### src/rtl/enable_pulse_gen.sv
// rtl/enable_pulse_gen.sv - one-cycle enable pulse source for the T-flip-flop counter
//
// Purpose: issues a registered one-cycle enable pulse either from a selectable
// rate divider (every cycle, 1 Hz, 0.5 Hz) or from a debounced manual step
// pushbutton, plus a heartbeat output that toggles on every issued pulse.
//
// Ports:
//   clk      - system clock, all state updates on its rising edge
//   clear_b  - synchronous active-low reset
//   run      - global enable; 0 suppresses pulses and freezes the divider
//   rate_sel - 00 every cycle, 01 1 Hz, 10 0.5 Hz, 11 manual step
//   step_n   - raw active-low pushbutton (asynchronous, bouncy)
//   pulse    - registered one-cycle enable to the downstream counter
//   beat     - registered, toggles on every issued pulse
module enable_pulse_gen #(
  parameter int CLK_HZ     = 50000000,
  parameter int DEB_CYCLES = 1000000,
  parameter int CNT_W      = 28,
  parameter int DEB_W      = 20
) (
  input  logic       clk,
  input  logic       clear_b,
  input  logic       run,
  input  logic [1:0] rate_sel,
  input  logic       step_n,
  output logic       pulse,
  output logic       beat
);

  localparam logic [1:0] SEL_STEP = 2'b11;

  // Reload value for the divider: period minus one. Manual mode does not
  // use the divider, so it shares the every-cycle value.
  function automatic logic [CNT_W-1:0] period_m1(input logic [1:0] sel);
    case (sel)
      2'b01:   return CNT_W'(CLK_HZ - 1);
      2'b10:   return CNT_W'(2 * CLK_HZ - 1);
      default: return '0;
    endcase
  endfunction

  logic [CNT_W-1:0] cnt_q, cnt_d;
  logic [1:0]       prev_sel_q, prev_sel_d;
  logic             pulse_q, pulse_d;
  logic             beat_q, beat_d;
  logic             s1_q, s1_d;
  logic             s2_q, s2_d;
  logic             db_q, db_d;
  logic             db_prev_q, db_prev_d;
  logic [DEB_W-1:0] deb_cnt_q, deb_cnt_d;

  always_comb begin
    cnt_d      = cnt_q;
    prev_sel_d = rate_sel;
    pulse_d    = 1'b0;
    s1_d       = step_n;
    s2_d       = s1_q;
    db_d       = db_q;
    db_prev_d  = db_q;
    deb_cnt_d  = deb_cnt_q;

    // Debouncer: a level change is accepted only after the synchronized
    // input has disagreed with db for DEB_CYCLES consecutive cycles; any
    // return to db before that restarts the count.
    if (s2_q == db_q) begin
      deb_cnt_d = '0;
    end else if (deb_cnt_q == DEB_W'(DEB_CYCLES - 1)) begin
      db_d      = s2_q;
      deb_cnt_d = '0;
    end else begin
      deb_cnt_d = deb_cnt_q + DEB_W'(1);
    end

    if (rate_sel == SEL_STEP) begin
      // Falling edge of the debounced level is an accepted press; one
      // pulse per press, dropped (not queued) while run is low.
      pulse_d = run & db_prev_q & ~db_q;
    end else if (rate_sel != prev_sel_q) begin
      // Mode change restarts the period without issuing a pulse.
      cnt_d = period_m1(rate_sel);
    end else if (run) begin
      if (cnt_q == '0) begin
        pulse_d = 1'b1;
        cnt_d   = period_m1(rate_sel);
      end else begin
        cnt_d = cnt_q - CNT_W'(1);
      end
    end

    beat_d = beat_q ^ pulse_d;
  end

  always_ff @(posedge clk) begin
    if (!clear_b) begin
      cnt_q      <= period_m1(rate_sel);
      prev_sel_q <= rate_sel;
      pulse_q    <= 1'b0;
      beat_q     <= 1'b0;
      s1_q       <= 1'b1;
      s2_q       <= 1'b1;
      db_q       <= 1'b1;
      db_prev_q  <= 1'b1;
      deb_cnt_q  <= '0;
    end else begin
      cnt_q      <= cnt_d;
      prev_sel_q <= prev_sel_d;
      pulse_q    <= pulse_d;
      beat_q     <= beat_d;
      s1_q       <= s1_d;
      s2_q       <= s2_d;
      db_q       <= db_d;
      db_prev_q  <= db_prev_d;
      deb_cnt_q  <= deb_cnt_d;
    end
  end

  assign pulse = pulse_q;
  assign beat  = beat_q;

endmodule

### config.mk
export PLATFORM = sky130hd
export DESIGN_NAME = enable_pulse_gen
export DESIGN_NICKNAME = d
export VERILOG_FILES = /design/src/rtl/enable_pulse_gen.sv
export SDC_FILE = /design/constraint.sdc
export NUM_CORES = 1
export LEC_CHECK = 0
export ABC_AREA = 1
export CELL_PAD_IN_SITES_DETAIL_PLACEMENT = 1
export CELL_PAD_IN_SITES_GLOBAL_PLACEMENT = 1
export CORE_MARGIN = 2
export CORE_UTILIZATION = 40
export CTS_CLUSTER_DIAMETER = 200
export CTS_CLUSTER_SIZE = 12
export DETAILED_ROUTE_END_ITERATION = 10
export DONT_BUFFER_PORTS = 1
export PLACE_DENSITY = 0.79
export REMOVE_ABC_BUFFERS = 1
export SKIP_CTS_REPAIR_TIMING = 1
export SYNTH_ARGS = -nofsm -noshare
export SYNTH_HDL_FRONTEND = slang
export SYNTH_SLANG_ARGS = --single-unit
### constraint.sdc
create_clock -name clk -period 1.9 [get_ports clk]
set_clock_uncertainty 0.1 [all_clocks]
set_input_delay 0.38 -clock clk [delete_from_list [all_inputs] [get_ports clk]]
set_output_delay 0.38 -clock clk [all_outputs]
set_load 0.005 [all_outputs]
---- Yosys cells after proc, flatten, opt, wreduce, memory -nomap -nowiden ----
Cells that the tools add are included.
storage, ports and cells
  ROM bits ................................ 0
  register bits after elaboration ......... 56
  memory bits (writable) .................. 0
  latch bits .............................. 0
  memories ................................ 0
cells by class
  div/mod/pow operators ................... 0
  equality and inequality tests ........... 8
  bitwise operators ....................... 6
  shift-type cells ........................ 0
  $lt $le $gt $ge ......................... 0
  add/subtract/negate cells ............... 2
  $mul .................................... 0
  mux-type cells .......................... 10
  reduce and logical (&&, ||, !) cells .... 4
operators with widths
  kind                   count
  $mux 28                5
  $pmux 27 s2            1
  $logic_not 28->1       1
  $sub 28x1->28 const B  1
  $add 20x1->20 const B  1
  $eq 20x20->1 const B   1
  $eq 2x2->1 const B     2
  $mux 1                 4
  $reduce_and 2->1       2
  $ne 3x1->1 const B     1
  $not 1->1              3
  $reduce_or 3->1        1
  $and 1x1->1            2
  $eq 2x1->1 const B     1
  $ne 2x2->1             1
  $ne 2x2->1 const B     1
  $eq 1x1->1             1
  $xor 1x1->1            1

---- Logic depth before layout (Yosys ltp) ----
  word-level depth ........................ 7
  gate-level depth with buffers ........... 14
  mapped depth without buffers ............ 13

---- Least setup slack after synthesis ----
OpenSTA, ideal clock, no wires.
  kind .................................... input to register
  start ................................... input port rate_sel[0]
  end ..................................... register cnt_q[0] (enable)
  arrival ................................. 1.276 ns
  required time ........................... 1.417 ns
  setup slack ............................. 0.141 ns
  stages .................................. 7
  path through ............................ inv_1 > nand2_1 > nand2_1 > nor2_1 > nand2_1 > o22ai_1 > inv_1
on the way
  cells in the longest elaborated chain, start to end .. 3
ends and longest elaborated chain
  element                                             RTL line  RTL
  from (decl)                                         24        input logic [1:0] rate_sel,
  $ne 2x2->1 or $eq 2x2->1 (tied branches)            78, 74
  $ne 3x1->1 (no line) or $ne 2x2->1 (tied branches)  --
  $reduce_and 2->1 (no line) (*)                      --
  to (signal assigned)                                95        cnt_q <= period_m1(rate_sel);
  to (signal assigned)                                105       cnt_q <= cnt_d;
  to (decl)                                           42        logic [CNT_W-1:0] cnt_q, cnt_d;
Every way passes the cells marked *; elsewhere a longest branch is shown, timed or not.
A chain may end at the register's enable or synchronous reset.

---- Final worst setup path ----
  start ................................... register cnt_q[6]
  end ..................................... register cnt_q[20] (data pin)
on the way
  cells in the longest elaborated chain, start to end .. 6
ends and longest elaborated chain
  element                                            RTL line  RTL
  $sub 28x1->28 or $logic_not 28->1 (tied branches)  86, 82
  $mux 28 (*)                                        82        if (cnt_q == '0) begin
  $mux 28 (*)                                        81        end else if (run) begin
  $mux 28 (*)                                        78        end else if (rate_sel != prev_sel_q) begin
  $mux 28 (*)                                        74        if (rate_sel == SEL_STEP) begin
  $mux 28 (*)                                        94        if (!clear_b) begin
Every way passes the cells marked *; elsewhere a longest branch is shown, timed or not. The select of a mux whose other input is x is not followed.

==> flow_summary.ini <==
[finish]
post-route-util = 0.534
syn_to_final_growth_pct = 27.7
layout-drive-gt1-share = 0.267
n_fill_cell = 926
fin_area_um2 = 3910
antenna_cells = 0
fin_cells = 560
nets = 472

[synthesis]
synth_cells = 403
yosys_warnings = 0
synth_cell_type_count = 29
synth-seq-cells = 56
avgSynthCellArea_um2 = 7.60
synth_area_um2 = 3060
synth_seq_area_share = 0.458

[sta]
relSlewSlack = 0.771
whs_ps = 32.3
fin_crit_ps = 2030
slew_violations = 0
fin_crit_sh = 1.07
hold_viol = 0
fmax_mhz = 492
worst_slack_ps = -131
tns_ps = -680
setup_violations = 21
worst_pin_slew_ps = 342
rsz0062_at_grt = yes

[critical_path]
worst_r2r_endpoint = cnt_q[20]$_DFFE_PP_
cp.arrival_ps = 2020
crit_type = reg -> reg
crit_buf_inv = 2
reg2reg_from = cnt_q[6]$_DFFE_PP_
worstSetupStartpointType = flip-flop
endpoint = cnt_q[20]$_DFFE_PP_
crit_cells = 9
path_cells = nor2_1 > buf_4 > nand2_1 > inv_1 > nand3b_1 > nor3_2 > o21ai_2 > nor2_2 > nor2_2
critPathLaunch = cnt_q[6]$_DFFE_PP_
ff2ff_path_depth = 9
crit_path_frequent_cell = nor2_2
slowest_stage = edfxtp_1
cp.required_ps = 1880
rrSetupSlack_ps = -130
worstPathMaxFanout = 3
crit_path_max_incr_delay_ps = 460
critPathTopFamily = simple AND/OR/NAND/NOR gates
end_kind = flip-flop

[global_routing]
use_met2 = 0.390
grt_antenna_before_repair = 0
grt_pass1_vias = 2896
grt_max_degree = 18
grtUsageMet3 = 0.0290
track_usage = 0.201
busiest_layer = met2
grt_pass1_wl_um = 13400
grt.overflow.total = 0
met1_usage = 0.225

[clock_tree]
cts.clk_slew.worst_paths_ps = 100
numCtsBuffers = 5
cts_root_buffer = clkbuf_8
cts_buffer_depth = 2
cts_sinks = 56
worstSkewPairLatency_ps = 310
cts_tree = done
cts_max_level = 2

[power]
power.density_nw_per_um2 = 691
p_leak_nw = 1.59
vdd_drop_max_v = 0.000422

[floorplanning]
rows = 31
coreArea_um2 = 7330
num_io_pins = 8
dieArea_um2 = 8370
initial_core_util = 0.418
dieWidth_um = 91.5
fp.dieH_um = 91.5

[placed_design]
portBuffers = 0
gp_congestion = 0.845
hpwlAfterDp_um = 6430
dp.cells = 547
place_area_um2 = 3530

[drt]
postRouteAntennaNets = 0
wl_per_cell_um = 15.7
drtIter0Drc = 72
via_count = 2842
vias_per_cell = 5.08
wirelength_um = 8770
drc = 0
drtPass1Iterations = 4

[outcome]
violations = setup timing
status = complete, but fails checks

[hold_path]
hold_path_startpoint = clear_b
hold_path_class = in -> reg

[flow_run]
drv_cap = 0
## metal layers
| layer | part of all wire | wire, um |
|---|---|---|
| met1 | 0.41 | 3590 |
| met2 | 0.55 | 4850 |
| met3 | 0.018 | 158 |
| met4 | 0.020 | 178 |
| met5 | 0 | 0 |
## state kept, by name, summed over array words and instances, names as in the netlist
signal,cells
beat,1
cnt_q,28
db_prev_d,1
db_prev_q,1
deb_cnt_q,20
prev_sel_q,2
pulse,1
s1_q,1
s2_q,1
## through the flow
stage / setup WS, ps / power, mW
after floorplan: -80.0 / 1.69
after global placement: -40.4 / 1.91
after detailed placement: -156 / 1.94
after CTS: -184 / 2.61
after global routing: -261 / 2.82
final: -131 / 2.70
## layout make-up
class,count,area [um^2],area share
flip-flops and latches,56,1400,0.359
multi-input cells,287,1610,0.410
clock inverters,2,15.0,0.00384
repair buffers,54,464,0.119
well taps,99,124,0.0317
clock buffers,6,72.6,0.0186
inverters,56,228,0.0582
## cell usage in the layout (no fill, tap or decap), drive strengths merged
| master | instances |
|---|---|
| nand3 | 15 |
| dfxtp | 28 |
| o211ai | 1 |
| o21ai | 21 |
| nor2 | 88 |
| ha | 6 |
| nor3b | 2 |
| nor3 | 14 |
| a31oi | 2 |
| dlygate4sd3 | 2 |
| inv | 55 |
| o22ai | 1 |
| nand2 | 88 |
| xor2 | 14 |
| a21oi | 10 |
| or2 | 4 |
| nand3b | 2 |
| clkbuf | 7 |
| buf | 51 |
| edfxtp | 28 |
| xnor2 | 8 |
| a21boi | 1 |
| clkinv | 3 |
| nor4 | 2 |
| nand4 | 8 |
## power breakdown
part	internal [mW]	total (mW)	switching, mW
logic	0.260	0.604	0.344
clock network	0.265	0.668	0.403
registers	1.37	1.43	0.0596
total	1.90	2.70	0.806
## Yosys cell counts (all sizes together)
cell | instances | area share
a21boi | 1 | 0.0025
nand3 | 15 | 0.025
edfxtp | 28 | 0.27
ha | 6 | 0.025
xor2 | 14 | 0.040
o22ai | 1 | 0.0020
nor4 | 2 | 0.0041
nor3 | 14 | 0.025
o21ai | 21 | 0.034
nand3b | 2 | 0.0049
o211ai | 1 | 0.0025
nand2 | 88 | 0.11
nor3b | 2 | 0.0049
nand4 | 8 | 0.016
nor2 | 88 | 0.12
a31oi | 2 | 0.0041
or2 | 4 | 0.0082
a21oi | 10 | 0.016
dfxtp | 28 | 0.18
xnor2 | 8 | 0.023
buf | 4 | 0.013
inv | 56 | 0.069
## worst min path at each step
stage / end / slack, ps / depth (start not counted)
2_1_floorplan: s2_q$_SDFF_PN1_ / 290 / 1
3_3_place_gp: s2_q$_SDFF_PN1_ / 300 / 1
3_5_place_dp: s2_q$_SDFF_PN1_ / 300 / 1
4_1_cts: prev_sel_q[0]$_DFF_P_ / -20 / 0
5_1_grt: db_prev_q$_SDFF_PN1_ / 40 / 1
6_report: db_prev_q$_SDFF_PN1_ / 30 / 1
## logic make-up after synthesis
family | Yosys count | synth area share
and+or+nand+nor | 223 | 0.312
buffers and inverters | 60 | 0.0813
DFF | 56 | 0.458
AOI/OAI and AO/OA | 36 | 0.0617
xor gates and xnor gates | 22 | 0.0629
adders and majority gates | 6 | 0.0245
Note: power is estimated with default switching activity, not from simulation.
